**config.mk**
```make
export PLATFORM = sky130hd
export DESIGN_NAME = uart_tx_fsm
export DESIGN_NICKNAME = d
export VERILOG_FILES = /design/src/rtl/uart_tx_fsm.sv
export SDC_FILE = /design/constraint.sdc
export NUM_CORES = 1
export LEC_CHECK = 0
export ABC_AREA = 0
export ABC_CLOCK_PERIOD_IN_PS = 1700
export CORE_MARGIN = 8
export CORE_UTILIZATION = 49
export DETAILED_ROUTE_END_ITERATION = 10
export PLACE_DENSITY = 0.74
export SLEW_MARGIN = 20
export SYNTH_ARGS = -nofsm -noshare
export SYNTH_HDL_FRONTEND = slang
export SYNTH_SLANG_ARGS = --single-unit
export TNS_END_PERCENT = 5
```
**constraint.sdc**
```tcl
create_clock -name Clk -period 1.7 [get_ports Clk]
set_clock_uncertainty 0.2 [all_clocks]
set_input_delay 0.34 -clock Clk [delete_from_list [all_inputs] [get_ports Clk]]
set_output_delay 0.34 -clock Clk [all_outputs]
set_load 0.05 [all_outputs]
```
**src/rtl/uart_tx_fsm.sv**
```systemverilog
// uart_tx_fsm
//   UART transmitter with CTS flow control. Each frame is sent as
//   start(0), DATA_BITS data bits MSB first, even parity, STOP_BITS stop(1).
//   Every bit is held for CLKS_PER_BIT = SYSCLOCK_FREQ / BAUDRATE clocks,
//   which must be at least 2.
//
// Ports
//   Clk        in   system clock, rising-edge active
//   Rst        in   asynchronous active-high reset; aborts any frame in flight
//   Tx_Data_In in   byte to send, latched when it is accepted
//   Tx_Valid   in   upstream has a byte on Tx_Data_In
//   CTS        in   remote receiver ready (far-end RTS)
//   Tx_Ready   out  byte is accepted on the next edge if Tx_Valid is high
//   Tx_Out     out  serial line, idle high, registered
//   Tx_Busy    out  frame in progress
//   Tx_Done    out  one-cycle pulse on the first idle cycle after a frame
module uart_tx_fsm #(
  parameter int DATA_BITS     = 8,
  parameter int STOP_BITS     = 2,
  parameter int SYSCLOCK_FREQ = 100000,
  parameter int BAUDRATE      = 9600
) (
  input  logic                 Clk,
  input  logic                 Rst,
  input  logic [DATA_BITS-1:0] Tx_Data_In,
  input  logic                 Tx_Valid,
  input  logic                 CTS,
  output logic                 Tx_Ready,
  output logic                 Tx_Out,
  output logic                 Tx_Busy,
  output logic                 Tx_Done
);

  localparam int CLKS_PER_BIT = SYSCLOCK_FREQ / BAUDRATE;
  localparam int CNT_W        = $clog2(CLKS_PER_BIT);
  localparam int MAX_BITS     = (DATA_BITS > STOP_BITS) ? DATA_BITS : STOP_BITS;
  localparam int IDX_W        = (MAX_BITS > 1) ? $clog2(MAX_BITS) : 1;

  localparam logic [CNT_W-1:0] CNT_LAST  = CNT_W'(CLKS_PER_BIT - 1);
  localparam logic [IDX_W-1:0] DATA_LAST = IDX_W'(DATA_BITS - 1);
  localparam logic [IDX_W-1:0] STOP_LAST = IDX_W'(STOP_BITS - 1);

  typedef enum logic [2:0] {
    IDLE,
    START,
    DATA,
    PARITY,
    STOP
  } state_t;

  state_t               state_q;
  logic [CNT_W-1:0]     cnt_q;
  logic [IDX_W-1:0]     idx_q;
  logic [DATA_BITS-1:0] shift_q;
  logic                 parity_q;
  logic                 tx_out_q;
  logic                 busy_q;
  logic                 done_q;
  logic                 bit_end_d;

  // Ready is combinational so a byte can be taken in the same cycle
  // Tx_Done is high; forcing it low under Rst keeps upstream from
  // believing a byte was taken while the block is held in reset.
  assign Tx_Ready  = (state_q == IDLE) && CTS && !Rst;
  assign bit_end_d = (cnt_q == CNT_LAST);

  assign Tx_Out  = tx_out_q;
  assign Tx_Busy = busy_q;
  assign Tx_Done = done_q;

  always_ff @(posedge Clk or posedge Rst) begin
    if (Rst) begin
      state_q  <= IDLE;
      cnt_q    <= '0;
      idx_q    <= '0;
      shift_q  <= '0;
      parity_q <= 1'b0;
      tx_out_q <= 1'b1;
      busy_q   <= 1'b0;
      done_q   <= 1'b0;
    end else begin
      done_q <= 1'b0;

      // Bit-period counter runs in every active state and wraps at the
      // end of each bit; state decisions below key off bit_end_d.
      if (state_q != IDLE) begin
        cnt_q <= bit_end_d ? '0 : cnt_q + 1'b1;
      end

      unique case (state_q)
        IDLE: begin
          if (Tx_Valid && Tx_Ready) begin
            shift_q  <= Tx_Data_In;
            parity_q <= ^Tx_Data_In;
            tx_out_q <= 1'b0;
            busy_q   <= 1'b1;
            cnt_q    <= '0;
            idx_q    <= '0;
            state_q  <= START;
          end
        end

        START: begin
          if (bit_end_d) begin
            tx_out_q <= shift_q[DATA_BITS-1];
            shift_q  <= shift_q << 1;
            idx_q    <= '0;
            state_q  <= DATA;
          end
        end

        DATA: begin
          if (bit_end_d) begin
            if (idx_q == DATA_LAST) begin
              tx_out_q <= parity_q;
              state_q  <= PARITY;
            end else begin
              tx_out_q <= shift_q[DATA_BITS-1];
              shift_q  <= shift_q << 1;
              idx_q    <= idx_q + 1'b1;
            end
          end
        end

        PARITY: begin
          if (bit_end_d) begin
            tx_out_q <= 1'b1;
            idx_q    <= '0;
            state_q  <= STOP;
          end
        end

        STOP: begin
          if (bit_end_d) begin
            if (idx_q == STOP_LAST) begin
              busy_q  <= 1'b0;
              done_q  <= 1'b1;
              idx_q   <= '0;
              state_q <= IDLE;
            end else begin
              idx_q <= idx_q + 1'b1;
            end
          end
        end

        default: begin
          tx_out_q <= 1'b1;
          busy_q   <= 1'b0;
          state_q  <= IDLE;
        end
      endcase
    end
  end

endmodule

```
; ---- Word level (Yosys, flattened, before mapping)
; Index checks and enable logic that the tools add are counted.
[op_classes]
mux = 37
n_bitwise = 2
n_eq_ne = 16
n_reduce_logical = 17
add_sub_neg = 2
[op_table]
columns = cell, n
row1 = 3-bit 2-to-1 mux, 13
row2 = 8-bit 2-to-1 mux, 4
row3 = 8-bit one-hot mux with 3 select lines, 1
row4 = 4-bit 2-to-1 mux, 4
row5 = 3-bit one-hot mux with 5 select lines, 1
row6 = "2-bit != test, second input constant", 7
row7 = 3-bit one-hot mux with 4 select lines, 1
row8 = 1-bit 2-to-1 mux, 11
row9 = 5-bit AND reduction, 2
row10 = 8-bit parity, 1
row11 = 7-bit AND reduction, 1
row12 = "3-bit by 1-bit equality test with 1-bit output, second input constant", 2
row13 = "3-bit by 2-bit equality test with 1-bit output, second input constant", 2
row14 = "3-bit equality test, second input constant", 2
row15 = 6-bit AND reduction, 1
row16 = 3-bit nonzero test, 2
row17 = 1-bit one-hot mux with 5 select lines, 1
row18 = "4-bit by 1-bit adder with 4-bit output, second input constant", 1
row19 = "4-bit equality test, second input constant", 1
row20 = "2-bit by 1-bit != test with 1-bit output, second input constant", 2
row21 = 4-bit AND reduction, 1
row22 = 4-bit nonzero test, 1
row23 = "3-bit by 1-bit adder with 3-bit output, second input constant", 1
row24 = 1-bit logical AND, 3
row25 = other kinds (7), 8
[word_totals]
input_bits = 12
regBits = 22
wordCells = 82
out_inout_bits = 4

; ---- Depth between registers and ports, before layout
; Gate-level depths: netlist (run 1).
[depth]
ltp_word = 6
mapped_depth = 6
mapped_depth_nobuf = 6

; ---- Least setup slack after synthesis (run 1)
; No wires, ideal clock.
[synth_path]
path_kind = input -> output
start = input Rst
end = output Tx_Ready
path_slack_ns = -0.230
required_time_ns = 1.160
arrival_time_ns = 1.390
path_stages = 2
n_path_buf = 0
path_cell_list = inv_1 > and3_1
[synth_between]
elab_chain_len = 2
[synth_lines]
columns = item, line_no
row1 = "start, declared", 24  ; input logic Rst,
row2 = 1-bit logical NOT (no line), --
row3 = 1-bit logical AND, 64  ; assign Tx_Ready = (state_q == IDLE) && CTS && !Rst;
row4 = "end, declared", 28  ; output logic Tx_Ready,
; No other way between the ends.

; ---- Final worst setup path (run 1)
[layout_path]
start = register state_q[2]
end = output Tx_Ready
[layout_between]
elab_chain_len = 3
[layout_lines]
columns = item, line_no
row1 = "start, declared", 51  ; state_t state_q;
row2 = "start signal, assigned", 73  ; state_q <= IDLE;
row3 = "start signal, assigned", 99  ; state_q <= START;
row4 = "start signal, assigned", 108  ; state_q <= DATA;
row5 = 3-bit logical NOT, 64
row6 = 1-bit logical AND (2 in series), 64
; No other way between the ends.

==> reports/qor.log, run 1 <==
INFO  cts            h-tree-depth=1
INFO  cts            ctsRootBufferMaster=sky130_fd_sc_hd__clkbuf_4
INFO  placement      globalplace.congestion=0.920
INFO  drt            route.detailed.drc=0
INFO  cts            cts.hold.buffers_added=0
INFO  timing         fin_setup_tns=-2.54ns
INFO  die            die_w=68.1um
INFO  timing         timing.final.crit_period=1.95ns
INFO  yosys          yosys.cell_types.count=39
INFO  layout         number_of_nets_at_the_end_of_the_flow=184
INFO  yosys          syn_area=1330squm
INFO  layout         finalCoreUtilization=72.7%
INFO  setup_path     timing.setup.critical_path_class=register to output pin
INFO  cts            tritoncts_num_sinks=22
INFO  setup_path     critical_path.endpoint_type=output pin
INFO  global_route   maximum_number_of_pins_on_one_net_before_global_route_repair=23
INFO  power          seq_power_share=28.0%
INFO  cts            clkSlewWorstSetupHoldPaths=0.13ns
INFO  setup_path     cell_chain_critical_path=nor3_4 > buf_6 > and3_4 > buf_8
INFO  yosys          postSynthAreaPerCell=10.8squm
INFO  drt            drtPass1Iterations=4
INFO  setup_path     critPathSlowestCell=sky130_fd_sc_hd__dfrtp_1
INFO  yosys          synth-async-reset-ratio=100%
INFO  cts            clock_insertion_delay_worst_skew=0.31ns
INFO  drt            number_of_nets_with_antenna_violations_after_routing=0
INFO  power          powerDensity=1710nW/um^2
INFO  yosys          mappedNetlistNets=138
INFO  die            placementRows=19
INFO  setup_path     critical_path.n_buffers_inverters=2
INFO  layout         final-instance-count-excl-fill=199
INFO  placement      hpwl=2210um
INFO  power          internal_power=2.13mW
INFO  global_route   total_grt_usage=15.6%
INFO  outcome        violations=setup timing
INFO  yosys          yosysWarnings=0
INFO  setup_path     required=1.16ns
INFO  layout         area.growth.synth_to_final=45.7%
INFO  setup_path     timing.critical_path.arrival=1.41ns
INFO  drt            wl_per_cell=16.6um
INFO  timing         timing_worst_slew_pin_value=0.280ns
INFO  cts            cts_buffers=3
INFO  global_route   globalRouteOverflowTotal=0
INFO  timing         worst_slack=-0.255ns
INFO  setup_path     setup.worst_path.start_class=register
INFO  cts            cts.path.max_buffers=2
INFO  placement      number_of_instances_in_the_placed_design=189
INFO  die            initial_utilization=49.9%
INFO  power          max-vdd-ir-drop=1.37mV
INFO  timing         setup_repair_after_global_routing_missed_its_margin=yes
INFO  drt            first_iter_violations=53
INFO  timing         maxClockFrequency=512MHz
INFO  setup_path     cp_slowest_stage_delay=0.44ns
INFO  yosys          synthCells=123
INFO  layout         antenna_cells_inserted=0
INFO  timing         post-route-period-util=115%
INFO  die            core-area=2660squm
INFO  cts            cts_tree=built
INFO  power          portion_of_total_power_attributed_to_combinational_logic=59.7%
INFO  timing         final_max_slew_viol_count=0
INFO  drt            vias_per_cell=5.60
INFO  global_route   antenna_found_initial=0
INFO  timing         count_of_final_setup_violators=16
INFO  drt            vias=1,114
INFO  layout         drive_gt1_share=48.2%
INFO  timing         final_hold_viol_count=0
INFO  layout         mostFrequentLayoutCells=sky130_fd_sc_hd__buf_4 (27), sky130_fd_sc_hd__dfrtp_1 (20), sky130_fd_sc_hd__mux2_2 (11), sky130_fd_sc_hd__clkdlybuf4s50_1 (11)
INFO  yosys          ys_ff_latch=22
INFO  yosys          synth-edff-count=0
INFO  die            die_area=4630squm
INFO  setup_path     cp_top_family=flip-flops
INFO  power          clock_power_share=12.3%
INFO  power          p_sw_share=35.8%
INFO  run            max-cap-violations=0
INFO  yosys          synthFlopType=sky130_fd_sc_hd__dfrtp_1
INFO  global_route   grt_pass1_wl=5560um
INFO  die            vertical_die_dimension=68.1um
INFO  power          p_switching=1.19mW
INFO  global_route   number_of_global_route_vias_before_repair=1,183
INFO  yosys          seq_area_frac_synth=41.6%
INFO  power          power=3.31mW
INFO  timing         worst_slew_margin_relative_to_its_limit=81.4%
INFO  power          power.static_leakage=0.833nW
INFO  layout         nFillCells=175
INFO  drt            route.final.wire_length=3300um
INFO  placement      io_buffers=15
INFO  min_path       hp-class=primary input to async pin
INFO  die            boundaryPins=16
INFO  setup_path     cp_max_fo=3
INFO  layout         layout.cells.most_common=sky130_fd_sc_hd__buf_4
INFO  outcome        outcome=finished, violations left
## worst register-to-register path: cells and delay by family (launching register included)
family | cells | cell delay (ns)
simple gates | 3 | 0.49
flops | 1 | 0.44
buf+inv | 3 | 0.37
mux | 1 | 0.30
## layout make-up
type / count / area (sq um) / share of cell area, %
flip-flops and latches: 22 / 553 / 28.6
inverters: 2 / 11.3 / 0.582
clock buffers: 3 / 22.5 / 1.16
clock inverters: 1 / 30.0 / 1.55
repair buffers: 47 / 453 / 23.4
well taps: 31 / 38.8 / 2.01
multi-input cells: 93 / 826 / 42.7
## worst paths after layout
| kind | to | slack, ns | start | depth (start not counted) |
|---|---|---|---|---|
| setup / recovery | Tx_Ready | -0.25 | state_q[2] | 4 |
| hold / removal | cnt_q[1] | 0.26 | Rst | 3 |
| setup reg to reg | shift_q[1] | -0.22 | state_q[2] | 7 |
| hold reg to reg | shift_q[4] | 0.33 | shift_q[4] | 1 |
| max in group asynchronous | Tx_Out | 0.76 | Rst | 3 |
| min in group Clk | shift_q[4] | 0.33 | shift_q[4] | 1 |
## registers in the layout, indices dropped and copies added, names as in the netlist
register / flops
idx_q: 3
parity_q: 1
Tx_Out: 1
shift_q: 8
state_q: 3
cnt_q: 4
Tx_Done: 1
Tx_Busy: 1
## per-layer routing
| metal | global-route usage, % | wire, um | part of all wire (%) | vias up |
|---|---|---|---|---|
| met3 | 3.44 | 157 | 4.8 | 8 |
| met4 | 6.65 | 57 | 1.7 | 0 |
| met1 | 17.5 | 1320 | 40 | 552 |
| met2 | 27.8 | 1770 | 54 | 30 |
| li1 | - | - | - | 524 |
| met5 | 0 | 0 | 0 | - |
## kinds of logic after synthesis
group	count (synthesis)	share of synthesized area, %
AO/OA/AOI/OAI	20	9.14
buffers and inverters	8	3.49
multiplexers	19	18.4
XOR/XNOR	10	6.60
flip-flops	22	41.6
AND/OR/NAND/NOR	41	18.0
adder cells (fa/ha/maj)	3	2.83
## repair_timing
item | in CTS | in global routing
gates resized for setup | 19 | 5
setup buffers | 4 | 2
setup endpoints to repair | 16 | 19
pin swaps | 7 | 1
cloned | 0 | 0
## power groups by stage
stage	sequential, mW	clock, mW	combinational, mW
floorplan	0.954	0	0.982
global placement	0.905	0	1.62
detailed placement	0.918	0	1.69
CTS	0.917	0.412	1.87
global route	0.953	0.428	2.12
finish	0.929	0.407	1.98
## per-stage QoR
stage	setup slack, ns	hold WS, ns	area (sq um)
after floorplan	-0.129	0.00757	1340
after global placement	-0.413	0.294	1720
after detailed placement	-0.428	0.296	1720
after CTS	-0.257	0.272	1890
after global routing	-0.309	0.309	1930
final	-0.255	0.264	1930
## Yosys cell counts, drive strengths merged, types with 3 or more instances
| library cell | count | area (sq um) |
|---|---|---|
| dfrtp | 21 | 526 |
| nor2b | 4 | 25.0 |
| buf | 5 | 33.8 |
| a21oi | 6 | 30.0 |
| xnor2 | 8 | 70.1 |
| mux2 | 19 | 244 |
| o21ai | 7 | 35.0 |
| nor3 | 5 | 30.0 |
| nor2 | 10 | 42.5 |
| ha | 3 | 37.5 |
| nand2 | 7 | 28.8 |
(Power assumes the default switching activity.)
==> run 2, diff against run 1 <==
--- a/config.mk
+++ b/config.mk
@@ -6,12 +6,12 @@
 export NUM_CORES = 1
 export LEC_CHECK = 0
 export ABC_AREA = 0
-export ABC_CLOCK_PERIOD_IN_PS = 1700
+export ABC_CLOCK_PERIOD_IN_PS = 2150
 export CORE_MARGIN = 8
-export CORE_UTILIZATION = 49
+export CORE_UTILIZATION = 54
 export DETAILED_ROUTE_END_ITERATION = 10
-export PLACE_DENSITY = 0.74
-export SLEW_MARGIN = 20
+export PLACE_DENSITY = 0.78
+export SLEW_MARGIN = 10
 export SYNTH_ARGS = -nofsm -noshare
 export SYNTH_HDL_FRONTEND = slang
 export SYNTH_SLANG_ARGS = --single-unit
==> constraint.sdc (replaced) <==
create_clock -name Clk -period 2.15 [get_ports Clk]
set_clock_uncertainty 0.2 [all_clocks]
set_input_delay 0.43 -clock Clk [delete_from_list [all_inputs] [get_ports Clk]]
set_output_delay 0.43 -clock Clk [all_outputs]
set_load 0.05 [all_outputs]
==> run 2 against run 1 <==
The run now ends clean. Sequential share of layout area grew 6.3 points. Count of clock-buffer cells in the layout grew 1. Die area shrank 7.1%. Wire length shrank 26%. Non-clock buffer count shrank 25. Largest power group unchanged.
==> reports/qor.log, run 2 (same netlist as run 1, synthesis figures left out) <==
INFO  setup_path     critical_path.endpoint_type=output pin
INFO  cts            cts_tree=built
INFO  die            vertical_die_dimension=65.6um
INFO  drt            vias_per_cell=5.59
INFO  timing         post-route-period-util=97.9%
INFO  die            die_w=65.6um
INFO  cts            ctsRootBufferMaster=sky130_fd_sc_hd__clkbuf_4
INFO  layout         layout.cells.most_common=sky130_fd_sc_hd__dfrtp_1
INFO  timing         worst_slack=0.0454ns
INFO  timing         maxClockFrequency=475MHz
INFO  cts            tritoncts_num_sinks=22
INFO  power          seq_power_share=38.1%
INFO  setup_path     setup.worst_path.start_class=register
INFO  setup_path     cp_slowest_stage_delay=0.49ns
INFO  setup_path     cp_max_fo=8
INFO  drt            number_of_nets_with_antenna_violations_after_routing=0
INFO  power          powerDensity=1240nW/um^2
INFO  layout         nFillCells=189
INFO  global_route   globalRouteOverflowTotal=0
INFO  layout         drive_gt1_share=30.8%
INFO  layout         number_of_nets_at_the_end_of_the_flow=159
INFO  layout         antenna_cells_inserted=0
INFO  timing         final.hold.worst_slack=0.326ns
INFO  drt            vias=967
INFO  power          portion_of_total_power_attributed_to_combinational_logic=52.1%
INFO  setup_path     cell_chain_critical_path=nor3_4 > and3_4 > buf_12
INFO  layout         mostFrequentLayoutCells=sky130_fd_sc_hd__dfrtp_1 (18), sky130_fd_sc_hd__clkdlybuf4s50_1 (12), sky130_fd_sc_hd__mux2_2 (11)
INFO  cts            cts.path.max_buffers=2
INFO  setup_path     timing.critical_path.arrival=1.47ns
INFO  layout         finalCoreUtilization=66.1%
INFO  timing         final_hold_viol_count=0
INFO  layout         largest_register_ff_count=8
INFO  global_route   antenna_found_initial=0
INFO  layout         area.growth.synth_to_final=20.0%
INFO  timing         timing_worst_slew_pin_value=0.499ns
INFO  setup_path     timing.reg2reg.setup_slack=0.11ns
INFO  power          p_switching=0.741mW
INFO  power          power.static_leakage=0.668nW
INFO  drt            route.detailed.drc=0
INFO  run            max-cap-violations=0
INFO  layout         registers.top_by_ff_count=shift_q
INFO  cts            clock_insertion_delay_worst_skew=0.30ns
INFO  global_route   total_grt_usage=12.4%
INFO  timing         fin_setup_tns=0ns
INFO  placement      globalplace.congestion=0.822
INFO  placement      hpwl=1860um
INFO  power          power=1.98mW
INFO  layout         final-instance-count-excl-fill=173
INFO  power          clock_power_share=9.8%
INFO  placement      number_of_instances_in_the_placed_design=169
INFO  min_path       hp-class=primary input to async pin
INFO  die            initial_utilization=55.1%
INFO  placement      placed_area=1550squm
INFO  setup_path     critPathSlowestCell=sky130_fd_sc_hd__dfrtp_2
INFO  placement      worst_slack_at_placement=-0.0374ns
INFO  drt            drtPass1Iterations=4
INFO  cts            h-tree-depth=1
INFO  drt            route.final.wire_length=2440um
INFO  layout         reg_top3=shift_q (8), cnt_q (4)
INFO  timing         setup_repair_after_global_routing_missed_its_margin=yes
INFO  global_route   maximum_number_of_pins_on_one_net_before_global_route_repair=23
INFO  outcome        outcome=completed
INFO  drt            first_iter_violations=24
INFO  power          internal_power=1.24mW
INFO  power          p_sw_share=37.4%
INFO  cts            cts_buffers=3
INFO  die            placementRows=18
INFO  layout         final_area=1590squm
INFO  cts            clkSlewWorstSetupHoldPaths=0.12ns
INFO  cts            cts.hold.buffers_added=0
INFO  timing         timing.final.crit_period=2.10ns
INFO  setup_path     required=1.52ns
INFO  timing         final_max_slew_viol_count=0
INFO  die            die_area=4300squm
INFO  timing         worst_slew_margin_relative_to_its_limit=66.7%
INFO  die            boundaryPins=16
INFO  timing         count_of_final_setup_violators=0
INFO  global_route   grt_pass1_wl=4290um
INFO  die            core-area=2410squm
INFO  drt            wl_per_cell=14.1um
INFO  setup_path     timing.setup.critical_path_class=register to output pin
INFO  power          max-vdd-ir-drop=0.821mV
INFO  placement      io_buffers=15
INFO  global_route   number_of_global_route_vias_before_repair=957
==> run 2: cell count changes in the layout (fill, tap and decap cells not counted), moves of 2 or more <==
cell,previous run,this run
sky130_fd_sc_hd__buf_12,4,2
sky130_fd_sc_hd__buf_4,27,8
sky130_fd_sc_hd__buf_6,4,0
sky130_fd_sc_hd__dfrtp_1,20,18
sky130_fd_sc_hd__dfrtp_2,1,3
sky130_fd_sc_hd__ha_1,1,3
==> run 2: power by group through the flow <==
| stage | Clock, mW | Sequential (mW) | Combinational, mW |
|---|---|---|---|
| 4_1_cts | 0.201 | 0.750 | 1.03 |
| 6_report | 0.194 | 0.754 | 1.03 |
| 2_1_floorplan | 0 | 0.754 | 0.773 |
| 3_3_place_gp | 0 | 0.737 | 0.990 |
| 3_5_place_dp | 0 | 0.746 | 1.02 |
| 5_1_grt | 0.217 | 0.780 | 1.13 |
==> run 2: cell type report <==
class                           count  area, sq um  share of cell area [%]
Timing Repair Buffer               22          220                    13.8
Multi-Input combinational cell     93          746                    46.8
Sequential cell                    22          556                    34.9
Tap cell                           30         37.5                    2.36
Inverter                            2         7.51                   0.471
Clock buffer                        4         26.3                    1.65
==> run 2: timing repair <==
action,CTS,global route
endpoints found under the setup margin,1,12
pin swaps,0,1
gates resized for setup,4,4
setup buffers,0,0
==> run 2: final timing paths <==
check,from,endpoint,cells past startpoint
setup / recovery,state_q[0],Tx_Ready,3
hold / removal,Rst,Tx_Busy,3
setup reg to reg,idx_q[0],shift_q[1],6
hold reg to reg,shift_q[6],shift_q[6],1
max in group asynchronous,Rst,Tx_Out,3
min in group Clk,shift_q[6],shift_q[6],1
==> run 2: critical path, delay by kind of cell (launching register included) <==
family        cells  cell delay [ns]
buf+inv           1             0.13
flops             1             0.49
simple gates      2             0.55
==> run 2: per-layer routing <==
layer  global-route usage [%]  vias up  wire length [um]
met5                        0        -                 0
met4                     4.09        0                21
met3                     3.06        2               113
met1                     15.4      476              1070
li1                         -      473                 -
met2                     20.4       16              1230
==> run 3, diff against run 2 <==
--- a/config.mk
+++ b/config.mk
@@ -6,11 +6,13 @@
 export NUM_CORES = 1
 export LEC_CHECK = 0
 export ABC_AREA = 0
-export ABC_CLOCK_PERIOD_IN_PS = 2150
+export ABC_CLOCK_PERIOD_IN_PS = 2000
+export CAP_MARGIN = 10
 export CORE_MARGIN = 8
 export CORE_UTILIZATION = 54
 export DETAILED_ROUTE_END_ITERATION = 10
 export PLACE_DENSITY = 0.78
+export RECOVER_POWER = 100
 export SLEW_MARGIN = 10
 export SYNTH_ARGS = -nofsm -noshare
 export SYNTH_HDL_FRONTEND = slang
==> constraint.sdc (replaced) <==
create_clock -name Clk -period 2 [get_ports Clk]
set_clock_uncertainty 0.2 [all_clocks]
set_input_delay 0.4 -clock Clk [delete_from_list [all_inputs] [get_ports Clk]]
set_output_delay 0.4 -clock Clk [all_outputs]
set_load 0.05 [all_outputs]
==> run 3 against run 2 <==
Clock power is 81% higher. Flip-flop and latch count stayed put. Sequential power is 1% higher. Via count is 7.1% higher. Non-clock buffer count is 13 higher. Count of clock-buffer cells in the layout is 1 lower. Highest routed layer unchanged. Combinational power is 34% higher. Critical path depth stayed put. Largest cell class unchanged. Total power is 26% higher. Global-route usage is 2.2 points higher. Sequential share of layout area is 2.5 points lower. Register-to-register slack worse by 0.06 ns.
==> reports/qor.log, run 3 (same netlist as run 1, synthesis figures left out) <==
INFO  timing         final_max_slew_viol_count=0
INFO  cts            h-tree-depth=1
INFO  die            vertical_die_dimension=65.6um
INFO  power          max-vdd-ir-drop=1.11mV
INFO  layout         layout.cells.most_common=sky130_fd_sc_hd__dfrtp_1
INFO  placement      placed_area=1610squm
INFO  timing         timing_worst_slew_pin_value=0.601ns
INFO  layout         final-instance-count-excl-fill=186
INFO  die            core-area=2410squm
INFO  setup_path     required=1.40ns
INFO  timing         count_of_final_setup_violators=0
INFO  setup_path     setup.worst_path.start_class=register
INFO  drt            drtPass1Iterations=4
INFO  power          power.static_leakage=0.736nW
INFO  die            die_w=65.6um
INFO  layout         antenna_cells_inserted=0
INFO  timing         fin_setup_tns=0ns
INFO  setup_path     timing.critical_path.arrival=1.38ns
INFO  power          power=2.49mW
INFO  cts            clock_insertion_delay_worst_skew=0.32ns
INFO  global_route   number_of_global_route_vias_before_repair=1,133
INFO  timing         worst_slack=0.0199ns
INFO  power          seq_power_share=30.6%
INFO  global_route   maximum_number_of_pins_on_one_net_before_global_route_repair=23
INFO  power          internal_power=1.60mW
INFO  cts            cts.path.max_buffers=2
INFO  cts            cts_buffers=3
INFO  layout         registers.top_by_ff_count=shift_q
INFO  power          powerDensity=1450nW/um^2
INFO  global_route   globalRouteOverflowTotal=0
INFO  drt            first_iter_violations=19
INFO  layout         largest_register_ff_count=8
INFO  layout         number_of_nets_at_the_end_of_the_flow=172
INFO  power          clock_power_share=14.1%
INFO  run            max-cap-violations=0
INFO  power          portion_of_total_power_attributed_to_combinational_logic=55.3%
INFO  drt            route.final.wire_length=2800um
INFO  timing         post-route-period-util=99.0%
INFO  layout         area.growth.synth_to_final=29.4%
INFO  cts            cts.hold.buffers_added=0
INFO  die            initial_utilization=55.1%
INFO  timing         final_hold_viol_count=0
INFO  placement      globalplace.congestion=0.830
INFO  global_route   antenna_found_initial=0
INFO  layout         reg_top3=shift_q (8), cnt_q (4)
INFO  global_route   total_grt_usage=14.6%
INFO  setup_path     timing.setup.critical_path_class=register to output pin
INFO  placement      number_of_instances_in_the_placed_design=176
INFO  drt            vias_per_cell=5.57
INFO  timing         timing.final.crit_period=1.98ns
INFO  timing         worst_slew_margin_relative_to_its_limit=60.1%
INFO  die            placementRows=18
INFO  drt            wl_per_cell=15.0um
INFO  timing         final.hold.worst_slack=0.244ns
INFO  placement      hpwl=1960um
INFO  placement      io_buffers=15
INFO  outcome        outcome=completed
INFO  die            boundaryPins=16
INFO  cts            cts_tree=built
INFO  global_route   grt_pass1_wl=4960um
INFO  layout         drive_gt1_share=34.6%
INFO  cts            tritoncts_num_sinks=22
INFO  drt            number_of_nets_with_antenna_violations_after_routing=0
INFO  setup_path     critical_path.endpoint_type=output pin
INFO  drt            vias=1,036
INFO  power          p_switching=0.891mW
INFO  layout         mostFrequentLayoutCells=sky130_fd_sc_hd__dfrtp_1 (18), sky130_fd_sc_hd__buf_4 (16), sky130_fd_sc_hd__mux2_2 (11), sky130_fd_sc_hd__clkdlybuf4s50_1 (11)
INFO  timing         maxClockFrequency=505MHz
INFO  setup_path     cp_max_fo=4
INFO  cts            ctsRootBufferMaster=sky130_fd_sc_hd__clkbuf_4
INFO  power          p_sw_share=35.7%
INFO  layout         finalCoreUtilization=71.3%
INFO  min_path       hp-class=primary input to async pin
INFO  cts            clkSlewWorstSetupHoldPaths=0.13ns
INFO  die            die_area=4300squm
INFO  placement      worst_slack_at_placement=-0.192ns
INFO  layout         final_area=1720squm
INFO  drt            route.detailed.drc=0
run 3: changes by cell type in the layout (fill, tap and decap cells not counted), sizes merged:
cell / change
clkbuf: +4
bufinv: +1
buf: +9
clkdlybuf4s50: -1
run 3: metal layers:
layer	global-route usage (%)	share of wire, %	up-vias	wire length, um
met5	0	0	-	0
li1	-	-	506	-
met3	2.89	2.9	7	81
met4	7.90	2.4	0	66
met1	16.2	44	505	1220
met2	25.6	51	18	1430
run 3: cell type report:
type | count | area, sq um
inverters | 2 | 7.51
multi-input cells | 93 | 756
flip-flops and latches | 22 | 556
clock buffers | 3 | 22.5
well taps | 30 | 37.5
clock inverters | 1 | 30.0
repair buffers | 35 | 309
fillers | 176 | 692
run 3: power groups by stage:
stage	clock network (mW)	registers, mW	logic, mW
finish	0.352	0.763	1.38
global route	0.382	0.786	1.49
global placement	0	0.784	1.23
floorplan	0	0.810	0.831
CTS	0.357	0.754	1.37
detailed placement	0	0.788	1.29
run 3: worst paths after layout:
kind / to / startpoint / slack [ns] / depth (start not counted)
hold / removal: Tx_Done / Rst / 0.24 / 3
min in group Clk: shift_q[5] / shift_q[5] / 0.33 / 1
hold reg to reg: shift_q[5] / shift_q[5] / 0.33 / 1
setup reg to reg: shift_q[6] / idx_q[0] / 0.05 / 6
max in group asynchronous: Tx_Out / Rst / 1.08 / 3
setup / recovery: Tx_Ready / state_q[2] / 0.02 / 3
run 3: critical path, stage by stage (launching register included):
cell and delay, ns:
sky130_fd_sc_hd__dfrtp_2 0.45, sky130_fd_sc_hd__nor3_4 0.24, sky130_fd_sc_hd__and3_2 0.24, sky130_fd_sc_hd__buf_12 0.14
run 3: repair_timing:
item,in CTS,in global routing
setup endpoints to repair,6,12
hold endpoints to repair,0,0
pin swaps,1,2
gates cloned,0,0
gates resized for setup,4,6
setup buffers,4,2
==> variant 1, RTL diff (flow settings as in run 1) <==
Change the parameter `SYSCLOCK_FREQ` from 100000 to 200000.
--- a/src/rtl/uart_tx_fsm.sv
+++ b/src/rtl/uart_tx_fsm.sv
@@ -17,7 +17,7 @@
 module uart_tx_fsm #(
   parameter int DATA_BITS     = 8,
   parameter int STOP_BITS     = 2,
-  parameter int SYSCLOCK_FREQ = 100000,
+  parameter int SYSCLOCK_FREQ = 200000,
   parameter int BAUDRATE      = 9600
 ) (
   input  logic                 Clk,
Check against the original RTL: no difference found for any inputs over 10 cycles, from zero or initial values and one cycle with Rst high; that may be too few to reach the edited logic, so the function may still have changed.
==> variant 1 against run 1 <==
- the run still ends with setup timing left
- design area decreased by 1.9%
- die area increased by 2.6%
- sequential cell count increased by 1
- wire length decreased by 11%
- maximum frequency decreased by 5.7%
- worst setup slack got worse by 0.12 ns
- area after synthesis increased by 3.4%
- synthesized cell count increased by 0.81%
Power is left out: it rests on default switching activity, and per cell area and clock period it moved more than threefold.
==> variant 1: results <==
worst_setup_path:
  data_arrival_time_of_the_critical_path_ns: 1.53
  reg2reg_slack_ns: -0.25
  worst_r2r_endpoint: "shift_q[2]"
  r2r-start: "state_q[0]"
  rr_worst_depth: 5
drt:
  initialDrtViolationCount: 39
  wl_per_cell_um: 15.3
  met1Wirelength_um: 1270
  routed_via_count: 1061
  detail_route_met3_wl_um: 70
grt:
  grt_start_max_net_pins: 24
logic_synthesis:
  synth_xor_xnor_area_share_pct: 6.38
  ys_seq_area_share_pct: 42.0
  post_synth_fa_ha_maj_area_fraction_pct: 3.65
  synth_compound_area_share_pct: 11.9
  synth.top_cells.by_area: "dfrtp_1 (40%), mux2_2 (9.8%), mux2_4 (8.8%)"
  yosys-top-cells-count: "dfrtp_1 (22), mux2_2 (12)"
  synthMuxAreaShare_pct: 19.3
  mappedNetlistNets: 140
placed_design:
  hpwlAfterDp_um: 2130
  gp_congestion: 0.884
timing:
  max_slew_margin_pct: 77.4
  final.setup.tns_ns: -4.04
  setup_viol: 19
  timing.hold.ws_ns: 0.178
  timing.final.ws_setup_ns: -0.372
layout:
  num-nonclk-buffers: 40
  proportion_of_final_cell_area_spent_on_non_clock_buffers_pct: 21.0
  post_route_cells_drive_above_1_share_pct: 40.1
  layout_top_registers: "shift_q: 8 flops, cnt_q: 5 flops"
  fillerInstances: 202
  multi_input_area_share_pct: 44.6
  fin_nets: 179
  final.clkbuf_count: 4
  clock_cell_area_share_pct: 1.39
  layout.non_clock_inverters: 3
run_status:
  violated_checks: "setup timing"
  outcome: "finished with violations"
==> variant 1: changes by cell type after synthesis, moves of 2 or more <==
cell,delta
nand2_1,+2
a21oi_1,-2
nand3_1,-2
a22o_1,+3
nor2_1,-4
clkbuf_1,+4
nor2_2,-2
buf_2,-2
nor2b_1,+2
==> variant 1: layer usage <==
metal  vias to the layer above  GRT usage [%]
li1                        517              -
met1                       515           16.1
met2                        22           24.7
met3                         7           2.26
met4                         0           7.27
met5                         -              0
==> variant 1: stage by stage <==
stage / util [%] / std cells
after global routing: 70.0 / 193
after global placement: 65.3 / 187
after detailed placement: 65.3 / 187
final: 70.0 / 193
after floorplan: - / 124
after CTS: 69.3 / 193
==> variant 1: timing repair <==
action / 4_1_cts / 5_1_grt
resized for setup: 13 / 4
buffers inserted: 2 / 0
setup endpoints to repair: 21 / 22
pin swaps: 2 / 0
==> variant 1: critical path, stage by stage (launching register included) <==
cell and delay [ns]:
dfrtp_1 0.40, or3_4 0.40, buf_6 0.13, nor2b_4 0.13, buf_12 0.15
==> variant 2, RTL diff (config.mk and constraints of run 1) <==
Made on the original files. The 5 states of `state_t` get a one-hot encoding in 5 bits.
--- a/src/rtl/uart_tx_fsm.sv
+++ b/src/rtl/uart_tx_fsm.sv
@@ -40,12 +40,12 @@
   localparam logic [IDX_W-1:0] DATA_LAST = IDX_W'(DATA_BITS - 1);
   localparam logic [IDX_W-1:0] STOP_LAST = IDX_W'(STOP_BITS - 1);
 
-  typedef enum logic [2:0] {
-    IDLE,
-    START,
-    DATA,
-    PARITY,
-    STOP
+  typedef enum logic [4:0] {
+    IDLE   = 5'b00001,
+    START  = 5'b00010,
+    DATA   = 5'b00100,
+    PARITY = 5'b01000,
+    STOP   = 5'b10000
   } state_t;
 
   state_t               state_q;
Check against the original RTL: no difference found for any inputs over 10 cycles, from zero or initial values and one cycle with Rst high; not proved beyond that.
==> variant 2 against run 1 <==
- the run still ends with setup timing left
- area after synthesis grew 14%
- sequential cell count up 2
- wire length grew 18%
- total power shrank 17%
- critical path depth rose by 2
- design area increased by 12%
- non-clock buffer count is 9 higher
- worst setup slack worse by 0.23 ns
- critical path type unchanged
- critical endpoint unchanged
- largest power group unchanged
- highest routed layer unchanged
==> variant 2: results <==
run_status:
  outcome: "finished with violations"
  violated_checks: "setup timing"
grt:
  grt_start_max_net_pins: 15
  global_route.usage.total_pct: 15.2
  grt_antenna_before_repair: 0
  gr-usage-met1_pct: 17.2
pwr:
  static-leakage-power_nw: 0.977
  p_comb_mw: 1.45
  power.switching_mw: 1.01
logic_synthesis:
  synth.top_cells.by_area: "dfrtp_1 (36%), mux2i_1 (4.6%), ha_1 (4.1%)"
  synthFlopType: "dfrtp_1"
  mappedNetlistNets: 165
  synth.yosys.warnings: 0
  synth_cell_types: 45
  synth_compound_area_share_pct: 16.8
  post_synth_fa_ha_maj_area_fraction_pct: 4.13
  synth_xor_xnor_area_share_pct: 4.62
  post_synth.cell_area_avg_um2: 10.2
  synthMuxAreaShare_pct: 7.60
  yosys-top-cells-count: "dfrtp_1 (22), nand2_1 (12), o21ai_0 (12)"
worst_setup_path:
  reg2reg_slack_ns: -0.44
  worst_r2r_endpoint: "idx_q[2]"
  critPathCapture: "Tx_Ready"
layout:
  post_route_cells_drive_above_1_share_pct: 36.3
  fillerInstances: 209
  layout_top_registers: "shift_q: 8 flops, state_q: 5 flops, cnt_q: 4 flops"
drt:
  met1Wirelength_um: 1590
  initialDrtViolationCount: 98
  drt-vias-per-instance: 5.81
  postRouteWirelength_um: 3910
  wl_met2_um: 2050
  routed_via_count: 1359
placed_design:
  detailed_place.area_mm2: 0.00195
  dp_cells: 222
  pre_cts_ws_ns: -0.472
  gp_congestion: 0.928
  hpwlAfterDp_um: 2650
timing:
  final.setup.tns_ns: -5.98
  timing.hold.ws_ns: 0.205
  setup_viol: 24
  timing.final.ws_setup_ns: -0.482
  worstMarginPinSlew_ns: 0.342
-- variant 2: cell types whose count changed in the layout (fill, tap and decap cells not counted), sizes merged, moves of 3 or more --
cell    delta
mux2i      +7
buf        +9
inv        +3
o21ai     +12
nand3b     +3
mux2      -16
nand2      +5
-- variant 2: worst max-delay path: stages (launching register included) --
cell	delay (ns)
dfrtp_1	0.42
buf_6	0.13
buf_6	0.12
nor2_4	0.14
nand3_4	0.11
nor3b_4	0.23
buf_12	0.16
-- variant 2: what timing repair did --
action	4_1_cts	5_1_grt
endpoints found under the setup margin	24	24
buffers inserted	3	5
pin swaps	8	2
gates resized for setup	19	6
-- variant 2: layout make-up --
class / instances / area, µm² / area share [%]
Tap cell: 33 / 41.3 / 1.91
Sequential cell: 24 / 603 / 27.9
Inverter: 4 / 15.0 / 0.695
Clock inverter: 1 / 30.0 / 1.39
Timing Repair Buffer: 56 / 544 / 25.2
Clock buffer: 3 / 22.5 / 1.04
Multi-Input combinational cell: 113 / 905 / 41.9
